==> config.mk <==
export PLATFORM = sky130hd
export DESIGN_NAME = instr_fetch
export DESIGN_NICKNAME = d
export VERILOG_FILES = /design/src/rtl/simple_processor_pkg.sv /design/src/rtl/fetch_fifo.sv /design/src/rtl/instr_fetch.sv
export SDC_FILE = /design/constraint.sdc
export NUM_CORES = 1
export LEC_CHECK = 0
export BUFFER_PORTS_ARGS = -buffer_cell sky130_fd_sc_hd__buf_2
export CAP_MARGIN = 20
export CORE_UTILIZATION = 57
export CTS_BUF_LIST = sky130_fd_sc_hd__clkbuf_4
export DETAILED_ROUTE_END_ITERATION = 16
export PLACE_DENSITY_LB_ADDON = 0.3
export SYNTH_ARGS = -nofsm -noshare
export SYNTH_HDL_FRONTEND = slang
export SYNTH_SLANG_ARGS = --single-unit
==> constraint.sdc <==
create_clock -name clk_i -period 4.2 [get_ports clk_i]
set_input_delay 0.21 -clock clk_i [delete_from_list [all_inputs] [get_ports clk_i]]
set_output_delay 0.21 -clock clk_i [all_outputs]
set_load 0.02 [all_outputs]
==> src/rtl/simple_processor_pkg.sv <==
// Shared types and constants for the simple processor, including the fetch stage.
package simple_processor_pkg;

    localparam int ADDR_WIDTH = 16;
    localparam int DATA_WIDTH = 16;
    localparam int INSTR_STEP = 2;

    typedef enum logic [1:0] {
        BOOT,
        FETCH,
        DISCARD
    } fetch_state_t;

    typedef struct packed {
        logic [ADDR_WIDTH-1:0] pc;
        logic [DATA_WIDTH-1:0] instr;
    } fetch_entry_t;

endpackage

==> src/rtl/fetch_fifo.sv <==
// Synchronous prefetch FIFO; flush has priority over push and pop in the same cycle.
module fetch_fifo #(
    parameter int  DEPTH   = 2,
    parameter type entry_t = logic [31:0]
) (
    input  logic                     clk_i,
    input  logic                     rst_i,
    input  logic                     push_i,
    input  logic                     pop_i,
    input  logic                     flush_i,
    input  entry_t                   data_i,
    output logic                     full_o,
    output logic                     empty_o,
    output logic [$clog2(DEPTH):0]   count_o,
    output entry_t                   head_o
);

    localparam int PW = $clog2(DEPTH);
    localparam logic [PW:0] FULL_CNT = (PW+1)'(DEPTH);

    entry_t        r_mem [DEPTH];
    logic [PW-1:0] r_rd_ptr;
    logic [PW-1:0] r_wr_ptr;
    logic [PW:0]   r_count;

    logic w_do_pop;
    logic w_do_push;

    // A push into a full FIFO is accepted only when the head leaves in the same cycle.
    assign w_do_pop  = pop_i && (r_count != '0);
    assign w_do_push = push_i && ((r_count != FULL_CNT) || w_do_pop);

    always_ff @(posedge clk_i) begin
        if (rst_i || flush_i) begin
            r_rd_ptr <= '0;
            r_wr_ptr <= '0;
            r_count  <= '0;
        end else begin
            if (w_do_push) r_wr_ptr <= r_wr_ptr + 1'b1;
            if (w_do_pop)  r_rd_ptr <= r_rd_ptr + 1'b1;
            case ({w_do_push, w_do_pop})
                2'b10:   r_count <= r_count + 1'b1;
                2'b01:   r_count <= r_count - 1'b1;
                default: r_count <= r_count;
            endcase
        end
    end

    always_ff @(posedge clk_i) begin
        if (w_do_push) r_mem[r_wr_ptr] <= data_i;
    end

    assign full_o  = (r_count == FULL_CNT);
    assign empty_o = (r_count == '0);
    assign count_o = r_count;
    assign head_o  = r_mem[r_rd_ptr];

endmodule

==> src/rtl/instr_fetch.sv <==
// Instruction fetch stage: owns the PC, runs the single-outstanding IMEM handshake
// and feeds PC-tagged instructions to the decoder through a prefetch FIFO.
module instr_fetch
    import simple_processor_pkg::*;
#(
    parameter int MEM_ADDR_WIDTH = ADDR_WIDTH,
    parameter int MEM_DATA_WIDTH = DATA_WIDTH,
    parameter int FIFO_DEPTH     = 2
) (
    input  logic                      clk_i,
    input  logic                      rst_i,
    input  logic [MEM_ADDR_WIDTH-1:0] boot_addr_i,
    output logic                      imem_req_o,
    output logic [MEM_ADDR_WIDTH-1:0] imem_addr_o,
    input  logic [MEM_DATA_WIDTH-1:0] imem_rdata_i,
    input  logic                      imem_ack_i,
    input  logic                      redirect_i,
    input  logic [MEM_ADDR_WIDTH-1:0] redirect_addr_i,
    output logic                      if_valid_o,
    output logic [MEM_DATA_WIDTH-1:0] if_instr_o,
    output logic [MEM_ADDR_WIDTH-1:0] if_pc_o,
    input  logic                      if_ready_i
);

    localparam int CNT_W = $clog2(FIFO_DEPTH) + 1;
    localparam logic [CNT_W-1:0] DEPTH_CNT = CNT_W'(FIFO_DEPTH);

    fetch_state_t              r_state;
    fetch_state_t              w_next_state;
    logic [MEM_ADDR_WIDTH-1:0] r_fetch_pc;
    logic [MEM_ADDR_WIDTH-1:0] r_tgt_pc;
    logic                      r_pending;
    logic [MEM_ADDR_WIDTH-1:0] w_fetch_pc_nxt;
    logic [MEM_ADDR_WIDTH-1:0] w_tgt_pc_nxt;
    logic                      w_req;
    logic                      w_push;
    logic                      w_pop;
    logic                      w_flush;
    logic                      w_unused_full;
    logic                      w_empty;
    logic [CNT_W-1:0]          w_count;
    fetch_entry_t              w_push_entry;
    fetch_entry_t              w_head;

    always_comb begin
        w_next_state   = r_state;
        w_req          = 1'b0;
        w_push         = 1'b0;
        w_flush        = 1'b0;
        w_fetch_pc_nxt = r_fetch_pc;
        w_tgt_pc_nxt   = r_tgt_pc;
        case (r_state)
            BOOT: w_next_state = FETCH;
            FETCH: begin
                w_req = (w_count < DEPTH_CNT) || r_pending;
                if (redirect_i) begin
                    w_flush = 1'b1;
                    // A request raised this cycle without an ack must still be completed.
                    if (w_req && !imem_ack_i) begin
                        w_tgt_pc_nxt = redirect_addr_i;
                        w_next_state = DISCARD;
                    end else begin
                        w_fetch_pc_nxt = redirect_addr_i;
                    end
                end else if (w_req && imem_ack_i) begin
                    w_push         = 1'b1;
                    w_fetch_pc_nxt = r_fetch_pc + MEM_ADDR_WIDTH'(INSTR_STEP);
                end
            end
            DISCARD: begin
                w_req = 1'b1;
                if (redirect_i) begin
                    w_flush      = 1'b1;
                    w_tgt_pc_nxt = redirect_addr_i;
                end
                if (imem_ack_i) begin
                    w_next_state   = FETCH;
                    w_fetch_pc_nxt = redirect_i ? redirect_addr_i : r_tgt_pc;
                end
            end
            default: w_next_state = BOOT;
        endcase
    end

    always_ff @(posedge clk_i) begin
        if (rst_i) begin
            r_state    <= BOOT;
            r_fetch_pc <= boot_addr_i;
            r_tgt_pc   <= '0;
            r_pending  <= 1'b0;
        end else begin
            r_state    <= w_next_state;
            r_fetch_pc <= w_fetch_pc_nxt;
            r_tgt_pc   <= w_tgt_pc_nxt;
            r_pending  <= w_req && !imem_ack_i;
        end
    end

    assign w_pop              = if_valid_o && if_ready_i;
    assign w_push_entry.pc    = r_fetch_pc;
    assign w_push_entry.instr = imem_rdata_i;

    fetch_fifo #(
        .DEPTH   (FIFO_DEPTH),
        .entry_t (fetch_entry_t)
    ) u_fifo (
        .clk_i   (clk_i),
        .rst_i   (rst_i),
        .push_i  (w_push),
        .pop_i   (w_pop),
        .flush_i (w_flush),
        .data_i  (w_push_entry),
        .full_o  (w_unused_full),
        .empty_o (w_empty),
        .count_o (w_count),
        .head_o  (w_head)
    );

    assign imem_req_o  = w_req;
    assign imem_addr_o = r_fetch_pc;
    assign if_valid_o  = !w_empty;
    assign if_instr_o  = w_head.instr;
    assign if_pc_o     = w_head.pc;

endmodule

Word level (Yosys, flattened, before mapping)
Memories as Yosys holds them, arrays and structs flattened. A register that Yosys moved wholly into a read port is not among the register bits.
Index checks and enable logic that the tools add are counted.
Operators by class
  add/subtract/negate cells: 5
  order comparisons: 1
  equality and inequality tests: 11
  multiplexer cells: 25
  reductions and logical operators: 21
Operator list (number)
  2-to-1 mux 16 bit: 8
  one-hot mux 16 bit (2 select lines): 2
  adder 16 x 2 -> 16 bit (second input constant): 1
  2-to-1 mux 1 bit: 9
  != test 2 bit (second input constant): 4
  != test 4 bit (second input constant): 2
  logical AND 1 bit: 6
  2-to-1 mux 2 bit: 3
  one-hot mux 2 bit (3 select lines): 1
  AND reduction 3 bit: 2
  nonzero test 2 bit: 3
  == test 2 x 1 -> 1 bit (second input constant): 2
  == test 2 bit (second input constant): 2
  logical NOT 2 bit: 2
  one-hot mux 2 bit (2 select lines): 1
  AND reduction 4 bit: 1
  logical OR 1 bit: 3
  != test 3 bit (second input constant): 1
  nonzero test 3 bit: 1
  adder 1 bit (second input constant): 2
  adder 2 x 1 -> 2 bit (second input constant): 1
  logical NOT 1 bit: 2
  < comparator 2 bit (second input constant): 1
  one-hot mux 1 bit (2 select lines): 1
  other kinds (2): 2
Word-level totals
  flip-flop bits (word level): 39
  bits in writable memories: 64
  input bits: 53
  output and inout bits: 50
  logic and storage cells: 71
  memories kept: 1
Memories
  u_fifo.r_mem: depth 2, bits a word 32, rd ports 1, clocked after Yosys merged registers in 1, wr ports 1, line fetch_fifo.sv:21  | entry_t r_mem [DEPTH];

Logic depth before layout (Yosys ltp)
  word-level depth: 9
  gate-level depth with buffers: 9
  depth with buffers taken out: 9

By module
From an unflattened synthesis, not the netlist that was laid out.
Second synthesis, totals
  cells, all modules: 388
  area total of the unflattened synthesis: 4734.5 um^2
Modules (own cells, without submodules)
  fetch_fifo: times used 1, cells an instance 132, area an instance 2578.7 um^2, sequential area each 2021.9 um^2
  instr_fetch: times used 1, cells an instance 256, area an instance 2155.8 um^2, sequential area each 860.8 um^2

Worst setup path before layout
Ideal clock, no wire load.
  path type: register to register
  from: reg r_state[1]
  to: mem u_fifo.r_mem[0][0] in the netlist's numbering (enable)
  setup time: 0.421 ns
  arrival time: 2.556 ns
  required time: 3.779 ns
  slack: 1.223 ns
  cell stages (with the launch flop): 7
  buffers on the path: 0
  clock period less this slack: 2.977 ns
  cell sequence: dfxtp_1 -> inv_1 -> ha_1 -> nand2b_1 -> a211oi_1 -> inv_1 -> nor2_1
Between the ends
  cells in the longest elaborated chain, start to end: 5
RTL lines
  start, declared: line instr_fetch.sv:28  | fetch_state_t r_state;
  start signal, assigned: line instr_fetch.sv:92  | r_state <= w_next_state;
  == test 2 x 1 -> 1 bit: line instr_fetch.sv:52  | case (r_state)
  2-to-1 mux 1 bit: line instr_fetch.sv:52
  logical AND 1 bit: line fetch_fifo.sv:31  | assign w_do_push = push_i && ((r_count != FULL_CNT) || w_do_pop);
  2-to-1 mux 1 bit: line fetch_fifo.sv:50  | if (w_do_push) r_mem[r_wr_ptr] <= data_i;
  2-to-1 mux 1 bit (implied by the code): line fetch_fifo.sv:50
  end, declared: line fetch_fifo.sv:21
Every way passes these cells.

Worst setup path after layout
  from: reg r_state[0]
  to: reg r_tgt_pc[1]
Between the ends
  cells in the longest elaborated chain, start to end: 3
  elaborated cells on any way between the ends: 7
  classes of those cells: 4 x eq/ne; 1 x mux; 2 x reduce/logical
RTL lines
  == test 2 x 1 -> 1 bit / == test 2 bit (equally long branches): line instr_fetch.sv:52
  != test 2 bit (no source line) / nonzero test 2 bit (equally long branches)
  AND reduction 3 bit (no source line)
  end signal, assigned: line instr_fetch.sv:94  | r_tgt_pc <= w_tgt_pc_nxt;
  end, declared: line instr_fetch.sv:31  | logic [MEM_ADDR_WIDTH-1:0] r_tgt_pc;
Parallel ways exist; a longest one is shown, timed or not.
A chain may end at the register's enable or synchronous reset.

==> results.toml <==
[clock_tree]
root_buffer = "clkbuf_4"
tritoncts = "done"
cts_buffers = 9
path_clk_slew_ns = 0.15
cts.sinks = 104
postCtsSetupRepairBufs = 0
htreeDepth = 3
clock_tree.buffer_depth = 2
clk_latency_ns = 0.43

[floorplanning]
die_w_um = 94.2
core-area_mm2 = 0.00822
rows = 33
fp.dieH_um = 94.2
initial_core_util_pct = 58.9
dieArea_mm2 = 0.00887
io_pins = 103

[critical_path]
end_kind = "flop"
required_ns = 4.56
crit_type = "reg -> reg"
arrival_ns = 3.07
cp_cell_sequence = "inv_1 > ha_1 > nand2b_1 > a21boi_2 > mux2i_1"
ff2ff_path_depth = 5
crit_buf_inv = 1
r2r-start = "r_state[0]"
reg2reg_to = "r_tgt_pc[1]"
crit_fanout = 28
reg2reg_slack_ns = 1.49
cp_top_family = "compound AO/OA/AOI/OAI gates"
slowest_delay_ns = 0.89
start_kind = "flop"
critPathSlowestCell = "a21boi_2"

[routing]
vias_per_cell = 5.32
drc = 0
ant_nets = 0
via_count = 3194
drt-wirelength-per-cell_um = 15.3
drt_iter0_drc = 153
firstDrtPassIters = 7
wl_um = 9160

[final_layout]
stdcell_area_mm2 = 0.00568
layout_common_cells = "buf_2, edfxtp_1, nand2b_1"
syn_to_final_growth_pct = 17.2
utilization_pct = 69.1
drive_above_1_share_pct = 32.7
final_nets = 550
antenna_cells = 0
finalNonFillerCells = 600
final_common_cell = "buf_2"

[grt]
grt_pass1_vias = 3043
grt_max_degree = 75
globalRoute.totalOverflow = 0
grt_usage_pct = 21.9
grt_pass1_wl_um = 14600
antenna_found_initial = 0

[min_path]
hp-class = "in -> reg"
whs_path_depth = 3
hold_start = "redirect_addr_i[9]"
min_to = "r_tgt_pc[9]"

[sta]
worstMarginPinSlew_ns = 1.15
postLayoutSetupSlackWorst_ns = 1.49
finalHoldViolCount = 0
period_needed_ns = 2.71
fin_crit_sh_pct = 64.4
rsz0062_at_grt = "false"
relSlewSlack_pct = 23.0
clock.fmax_ghz = 0.369
setup_viol = 0
setup_tns_ns = 0
drv_slew = 0
fin_skew_ns = 0.0122

[logic_synthesis]
syn_area_mm2 = 0.00484
synth_top_area_cell = "edfxtp_1"
synth-seq-cells = 104
netlist-cell-type-count = 44
syn_area_per_cell_um2 = 12.8
synth-async-reset-ratio_pct = 0
synth_edf_count = 80
yosysWarnings = 0
seq_area_frac_synth_pct = 59.6
ys_top_cells_by_area = "edfxtp_1, dfxtp_1, mux2_2"
ys.flop_type = "edfxtp_1"
synth_nets = 438
synth_top_area_share_pct = 49.6
synthCells = 378

[run]
maxCapViolCount = 0

[pwr]
seqPwrFrac_pct = 54.8
max-vdd-ir-drop_v = 0.000190
p_switching_mw = 0.789
power_switching_share_pct = 32.5
clockPowerShare_pct = 18.5
p_leak_nw = 2.12
power_density_mw_per_mm2 = 427
comb_power_share_pct = 26.6
p_int_mw = 1.64

[run_status]
status = "completed"

[placed_design]
gp_congestion = 0.817
dpl.hpwl_um = 6100
dp.cells = 567
portBuffers = 102
pre_cts_ws_ns = 1.49
placed_area_mm2 = 0.00539
[layer usage]
layer	vias up	track usage, %	wire [um]
li1	1584	-	-
met5	-	0	0
met3	8	3.32	436
met1	1505	29.0	4200
met2	97	36.0	4400
met4	0	8.59	121
[sequential cells by signal, indices dropped and copies added, names as in the netlist, named ones only]
register,count
r_state,2
r_tgt_pc,16
u_fifo.r_rd_ptr,1
u_fifo.count_o,2
u_fifo.r_mem,64
u_fifo.r_wr_ptr,1
r_pending,1
imem_addr_o,16
[worst max path at each step]
stage / endpoint / slack, ns / depth (start not counted) / from
final: r_tgt_pc[1] / 1.49 / 5 / r_state[0]
after global routing: r_tgt_pc[10] / 1.28 / 5 / r_state[0]
after CTS: r_tgt_pc[10] / 1.44 / 5 / r_state[0]
after detailed placement: r_tgt_pc[10] / 1.49 / 5 / r_state[0]
after global placement: r_tgt_pc[11] / 1.60 / 5 / r_state[0]
after floorplan: u_fifo.r_mem[0][0] / 1.22 / 6 / r_state[1]
[cell type report]
cell class	count	area, um2
sequential	104	2880
inverter	15	56.3
multi-input combinational	238	1780
clock buffer	10	75.1
tap	105	131
timing repair buffer	122	703
fill	598	2540
clock inverter	6	43.8
[repair_timing]
item | CTS | global route
hold endpoints to repair | 33 | 0
hold buffers | 17 | 0
gates resized for setup | 0 | 0
[through the flow]
stage | hold WS [ns] | total power [mW]
finish | 0.0301 | 2.43
global route | 0.00217 | 2.56
CTS | 0.000814 | 2.44
detailed placement | 0.404 | 1.99
global placement | 0.400 | 1.96
floorplan | 0.286 | 1.80
[cells in the mapped netlist, types with 8 or more instances]
cell type and number:
a21oi_1 20, dfxtp_1 24, edfxtp_1 80, o21ai_0 9, nand2_1 18, clkbuf_1 8, xor2_1 8, xnor2_1 9
nand2b_1 37, buf_2 8, nor2_1 25, inv_1 15, mux2_2 33, mux2i_1 20
[kinds of logic (layout without fill, tap and decap cells)]
kind of cell	after synthesis	in the layout	synth area share, %
adder cells (fa/ha/maj)	7	7	1.81
XOR/XNOR	17	17	3.08
flip-flops	104	104	59.6
buffers and inverters	36	153	3.85
multiplexers	55	55	12.3
AO/OA/AOI/OAI	51	51	6.82
AND/OR/NAND/NOR	108	108	12.6
[worst reg2reg max path, stage by stage (launching register included)]
cell      delay [ns]
dfxtp_1         0.37
inv_1           0.11
ha_1            0.84
nand2b_1        0.15
a21boi_2        0.89
mux2i_1         0.27
[power by group through the flow]
stage          Combinational [mW]  Sequential (mW)  Clock [mW]
4_1_cts                     0.649             1.33       0.464
6_report                    0.646             1.33       0.449
3_5_place_dp                0.633             1.35           0
5_1_grt                     0.713             1.35       0.501
3_3_place_gp                0.619             1.34           0
2_1_floorplan               0.429             1.37           0
Power figures use the tool's default switching activity.
